===== config.mk =====
export PLATFORM = sky130hd
export DESIGN_NAME = bsw_banded
export DESIGN_NICKNAME = d
export VERILOG_FILES = /design/src/rtl/bsw_banded.sv
export SDC_FILE = /design/constraint.sdc
export NUM_CORES = 2
export LEC_CHECK = 0
export BUFFER_PORTS_ARGS = -buffer_cell sky130_fd_sc_hd__buf_2
export CAP_MARGIN = 5
export CORE_MARGIN = 2
export CORE_UTILIZATION = 35
export CTS_CLUSTER_SIZE = 16
export DETAILED_ROUTE_END_ITERATION = 10
export PLACE_DENSITY_LB_ADDON = 0.1
export SLEW_MARGIN = 20
export SYNTH_ARGS = -nofsm -noshare
export SYNTH_HDL_FRONTEND = slang
export SYNTH_SLANG_ARGS = --single-unit

===== constraint.sdc =====
create_clock -name clk -period 123.7 [get_ports clk]
set_input_delay 12.37 -clock clk [delete_from_list [all_inputs] [get_ports clk]]
set_output_delay 12.37 -clock clk [all_outputs]
set_load 0.01 [all_outputs]

===== src/rtl/bsw_banded.sv =====
// bsw_banded: banded Smith-Waterman scorer with affine gaps; each new symbol pair
// extends the band by one row (s index n) and one column (t index n) in a single cycle.
module bsw_banded #(
    parameter int SEQ_LEN   = 256,
    parameter int HALF_BAND = 8,
    parameter int MATCH     = 8,
    parameter int MISMATCH  = 5,
    parameter int GAP_OPEN  = 7,
    parameter int GAP_EXT   = 3
) (
    input  logic        clk,
    input  logic        reset,
    input  logic        i_valid,
    input  logic [1:0]  data_s,
    input  logic [1:0]  data_t,
    output logic        finish,
    output logic [11:0] max
);
    typedef logic signed [12:0] sc_t;
    localparam int B = HALF_BAND;
    localparam int CW = $clog2(SEQ_LEN);
    localparam sc_t NEG = -13'sd1024;
    localparam sc_t GO = sc_t'(GAP_OPEN);
    localparam sc_t GE = sc_t'(GAP_EXT);
    localparam sc_t MA = sc_t'(MATCH);
    localparam sc_t MI = sc_t'(MISMATCH);

    function automatic sc_t mx(input sc_t a, input sc_t b);
        return a > b ? a : b;
    endfunction

    function automatic sc_t sub(input logic eq);
        return eq ? MA : -MI;
    endfunction

    // row_*[d] = cell (n, n-d), col_*[d] = cell (n-d, n); index 0 is the diagonal corner
    sc_t row_h [0:B];
    sc_t row_f [0:B];
    sc_t col_h [0:B];
    sc_t col_e [0:B];
    logic [1:0] s_hist [0:B-1];
    logic [1:0] t_hist [0:B-1];
    logic [CW-1:0] cnt;
    logic [11:0] best;

    sc_t nr_h [1:B+1];
    sc_t nr_e [1:B+1];
    sc_t nr_f [1:B];
    sc_t nc_h [1:B+1];
    sc_t nc_f [1:B+1];
    sc_t nc_e [1:B];
    sc_t ce, cf, ch, diag0, m;

    always_comb begin
        nr_h[B+1] = '0;
        nr_e[B+1] = NEG;
        nc_h[B+1] = '0;
        nc_f[B+1] = NEG;
        for (int d = B; d >= 1; d--) begin
            if (32'(cnt) >= d) begin
                nr_e[d] = mx(nr_h[d+1] - GO, nr_e[d+1] - GE);
                nr_f[d] = mx(row_h[d-1] - GO, row_f[d-1] - GE);
                nr_h[d] = mx(mx('0, row_h[d] + sub(data_s == t_hist[d-1])), mx(nr_e[d], nr_f[d]));
                nc_f[d] = mx(nc_h[d+1] - GO, nc_f[d+1] - GE);
                nc_e[d] = mx(col_h[d-1] - GO, col_e[d-1] - GE);
                nc_h[d] = mx(mx('0, col_h[d] + sub(s_hist[d-1] == data_t)), mx(nc_e[d], nc_f[d]));
            end else begin
                nr_e[d] = NEG;
                nr_f[d] = NEG;
                nr_h[d] = '0;
                nc_f[d] = NEG;
                nc_e[d] = NEG;
                nc_h[d] = '0;
            end
        end
        // cnt==0 marks the first symbol of a job: the old corner belongs to a previous job
        diag0 = cnt == '0 ? '0 : row_h[0];
        ce = mx(nr_h[1] - GO, nr_e[1] - GE);
        cf = mx(nc_h[1] - GO, nc_f[1] - GE);
        ch = mx(mx('0, diag0 + sub(data_s == data_t)), mx(ce, cf));
        m = cnt == '0 ? '0 : $signed({1'b0, best});
        m = mx(m, ch);
        for (int d = 1; d <= B; d++)
            m = mx(m, mx(nr_h[d], nc_h[d]));
    end

    always_ff @(posedge clk) begin
        if (reset) begin
            finish <= 1'b0;
            cnt    <= '0;
            best   <= '0;
            for (int d = 0; d <= B; d++) begin
                row_h[d] <= '0;
                row_f[d] <= NEG;
                col_h[d] <= '0;
                col_e[d] <= NEG;
            end
            for (int d = 0; d < B; d++) begin
                s_hist[d] <= '0;
                t_hist[d] <= '0;
            end
        end else begin
            finish <= i_valid && cnt == CW'(SEQ_LEN - 1);
            if (i_valid) begin
                cnt      <= cnt == CW'(SEQ_LEN - 1) ? '0 : cnt + 1'b1;
                best     <= m[12] ? '0 : m[11:0];
                row_h[0] <= ch;
                row_f[0] <= cf;
                col_h[0] <= ch;
                col_e[0] <= ce;
                for (int d = 1; d <= B; d++) begin
                    row_h[d] <= nr_h[d];
                    row_f[d] <= nr_f[d];
                    col_h[d] <= nc_h[d];
                    col_e[d] <= nc_e[d];
                end
                s_hist[0] <= data_s;
                t_hist[0] <= data_t;
                for (int d = 1; d < B; d++) begin
                    s_hist[d] <= s_hist[d-1];
                    t_hist[d] <= t_hist[d-1];
                end
            end
        end
    end

    assign max = best;
endmodule


==> results.md <==
- DR vias: 77900
- Detailed-placement wirelength estimate: 273 mm
- GR Util All Layers: 0.272
- PnR worst setup slack: 9170 ps
- Starting density of the core: 0.353
- FF-to-FF Start: row_h[0][91]
- Slew Limit Headroom: 0.169
- Final wirelength: 332 mm
- Hold path depth: 1
- Synth async-reset ratio: 0
- Crit Reg-Reg Endpoint: max[9]
- Max Root-Sink Buffers: 3
- Status: completed
- Iter 0 DRT Violations: 6493
- Clk root buf: clkbuf_16
- Multi-input gate area: 63000 µm²
- Register Area: 14300 µm²
- Drt first pass iters: 8
- CORE AREA: 230000 µm²
- CP Launch Type: input port
- CTS Buf Count: 72
- Clk slew on worst S/H paths: 70 ps
- Syn Std Cell Area: 81200 µm²
- Vias per cell: 5.77
- Number of nets in the layout: 11700
- RePlAce Congestion: 0.971
- Post-CTS Resized: 0
- FMAX: 8.73 MHz
- Clk Latency, worst-skew pair: 720 ps
- Die Wd: 486 µm
- Setup WS pre-CTS: 5380 ps
- Max-cap viol count: 0
- Maximum fanout along the worst path: 30
- Top cells by count, synth: 1271 x ha_1, 1211 x nor2_1, 864 x a21oi_1
- Worst min path class: register to register
- Critical path class: input port to register
- Final Skew: 39.9 ps
- CTS Sinks: 482
- GRT overflow: 0
- Avg Cell Area, Syn: 7.75 µm²
- RSZ-0062 raised after global routing: false
- Hold Path Sink: max[11]
- CP dominant cell by count: o21ai_0
- Slew Viols, Final: 0
- Die Y-Extent: 486 µm
- Setup TNS: 0 ps
- Synth top area cells: ha_1 20%, edfxtp_1 17%, xnor2_1 6.4%
- Setup repair bufs after CTS: 0
- R2R cell count: 526
- Sequential share of the synthesized area: 0.176
- I/O Pins: 20
- Worst Hold Launch: max[11]
- Die ar.: 236000 µm²
- Vias in the first global route: 76100
- DRC violations left: 0
- Setup slack, reg-to-reg: 19150 ps
- CTS tree: done
- Area Growth Syn to Fin: 8.25%
- Crit path required time: 124340 ps
- Layout fillers: 24000
- Final setup fails: 0
- # hold bufs at CTS: 0
- Main flop type after synthesis: edfxtp_1
- Synth unique cells: 130
- Worst slew pin tran: 1230 ps
- Area leader, netlist: ha_1
- Antenna viol nets, final: 0
- Most frequent cell after synthesis: ha_1
- Initial antenna violation count: 13
- Tmin final: 114530 ps
- Largest net degree at the start of global routing: 150
- Critical path's slowest cell: a221oi_4
- Max incr delay on CP: 620 ps
- # port buffers: 19
- Worst setup EP type: register
- Net Count, Synth: 11800
- Final Hold Viols: 0
- Mapped Cells: 10500
- Number of core rows: 176
- Post-synth EDFFs: 461
- Share of layout cells above drive strength 1: 0.0619
- Yosys top cell area share: 0.196
- Critical Path AT: 115170 ps
- Max H-tree Level: 3
- Register bit total from synthesis: 482
- Tcrit/Tclk final: 0.926
- Syn. warnings: 0
- Routed len/inst: 24.6 µm
- First-pass GRT wire length: 491 mm
[registers in the layout (all words and copies together) (netlist names)]
register / cells
row_h: 104
t_hist: 16
row_f: 104
col_h: 117
finish: 1
cnt: 8
max: 12
col_e: 104
s_hist: 16
[through the flow]
stage | hold WS, ps | cells | instance area, µm² | util
2_1_floorplan | 493 | 10500 | 81200 | -
3_3_place_gp | 510 | 13400 | 85300 | 0.370
3_5_place_dp | 507 | 13400 | 85300 | 0.370
4_1_cts | 527 | 13500 | 87800 | 0.381
5_1_grt | 553 | 13500 | 87900 | 0.382
6_report | 522 | 13500 | 87900 | 0.382
[layout make-up]
| type | count | area share |
|---|---|---|
| sequential | 482 | 0.162 |
| antenna | 9 | 0.000256 |
| clock inverter | 45 | 0.00596 |
| inverter | 784 | 0.0336 |
| multi-input combinational | 8872 | 0.717 |
| timing repair buffer | 187 | 0.0158 |
| clock buffer | 87 | 0.0221 |
| tap | 3026 | 0.0431 |
[per-layer routing]
metal  vias up  track usage  routed length [µm]
met5         -            0                  13
met4         2        0.108               14700
met3       509       0.0233               14200
met2      2127        0.459              154000
met1     37500        0.358              149000
li1      37700            -                   -
[worst max path at each step]
| stage | start | end | slack (ps) | cells past startpoint |
|---|---|---|---|---|
| 2_1_floorplan | data_s[0] | max[7] | 22440 | 538 |
| 3_3_place_gp | data_s[0] | max[7] | 7790 | 525 |
| 3_5_place_dp | data_s[0] | max[9] | 5380 | 515 |
| 4_1_cts | data_s[0] | max[9] | 5880 | 515 |
| 5_1_grt | data_s[0] | max[9] | 110 | 531 |
| 6_report | data_s[0] | max[9] | 9170 | 528 |
[cells by family (layout without fill, tap and decap cells)]
kind of cell | after synthesis | count (layout) | share of synthesized area
and+or+nand+nor | 3872 | 3872 | 0.238
AOI/OAI and AO/OA | 2523 | 2523 | 0.199
adders and majority gates | 1289 | 1289 | 0.200
buffers and inverters | 1131 | 1103 | 0.0529
xor gates and xnor gates | 863 | 863 | 0.0932
DFF | 482 | 482 | 0.176
muxes | 324 | 324 | 0.0419
other | 1 | 10 | 0.0000462
[critical path, delay by kind of cell]
kind                       cells  cell delay (ps)
AOI/OAI and AO/OA            269            50870
and+or+nand+nor              158            24700
muxes                          6             2380
adders and majority gates     43            13480
xor gates and xnor gates       9             2700
buffers and inverters         43             8290
[layout by cell type, fill, tap and decap left out, types with 246 or more instances in the layout]
cell / n
inv_1: 771
nand2b_1: 253
xnor2_1: 590
and2_1: 246
nand2_1: 704
nor2_1: 1205
ha_1: 1271
nor2b_1: 276
edfxtp_1: 461
a21oi_1: 855
xor2_1: 271
o21ai_0: 487
Power is left out: the tool's default activity adds up to more than one toggle a clock period on the data nets, which glitch-free logic cannot reach.
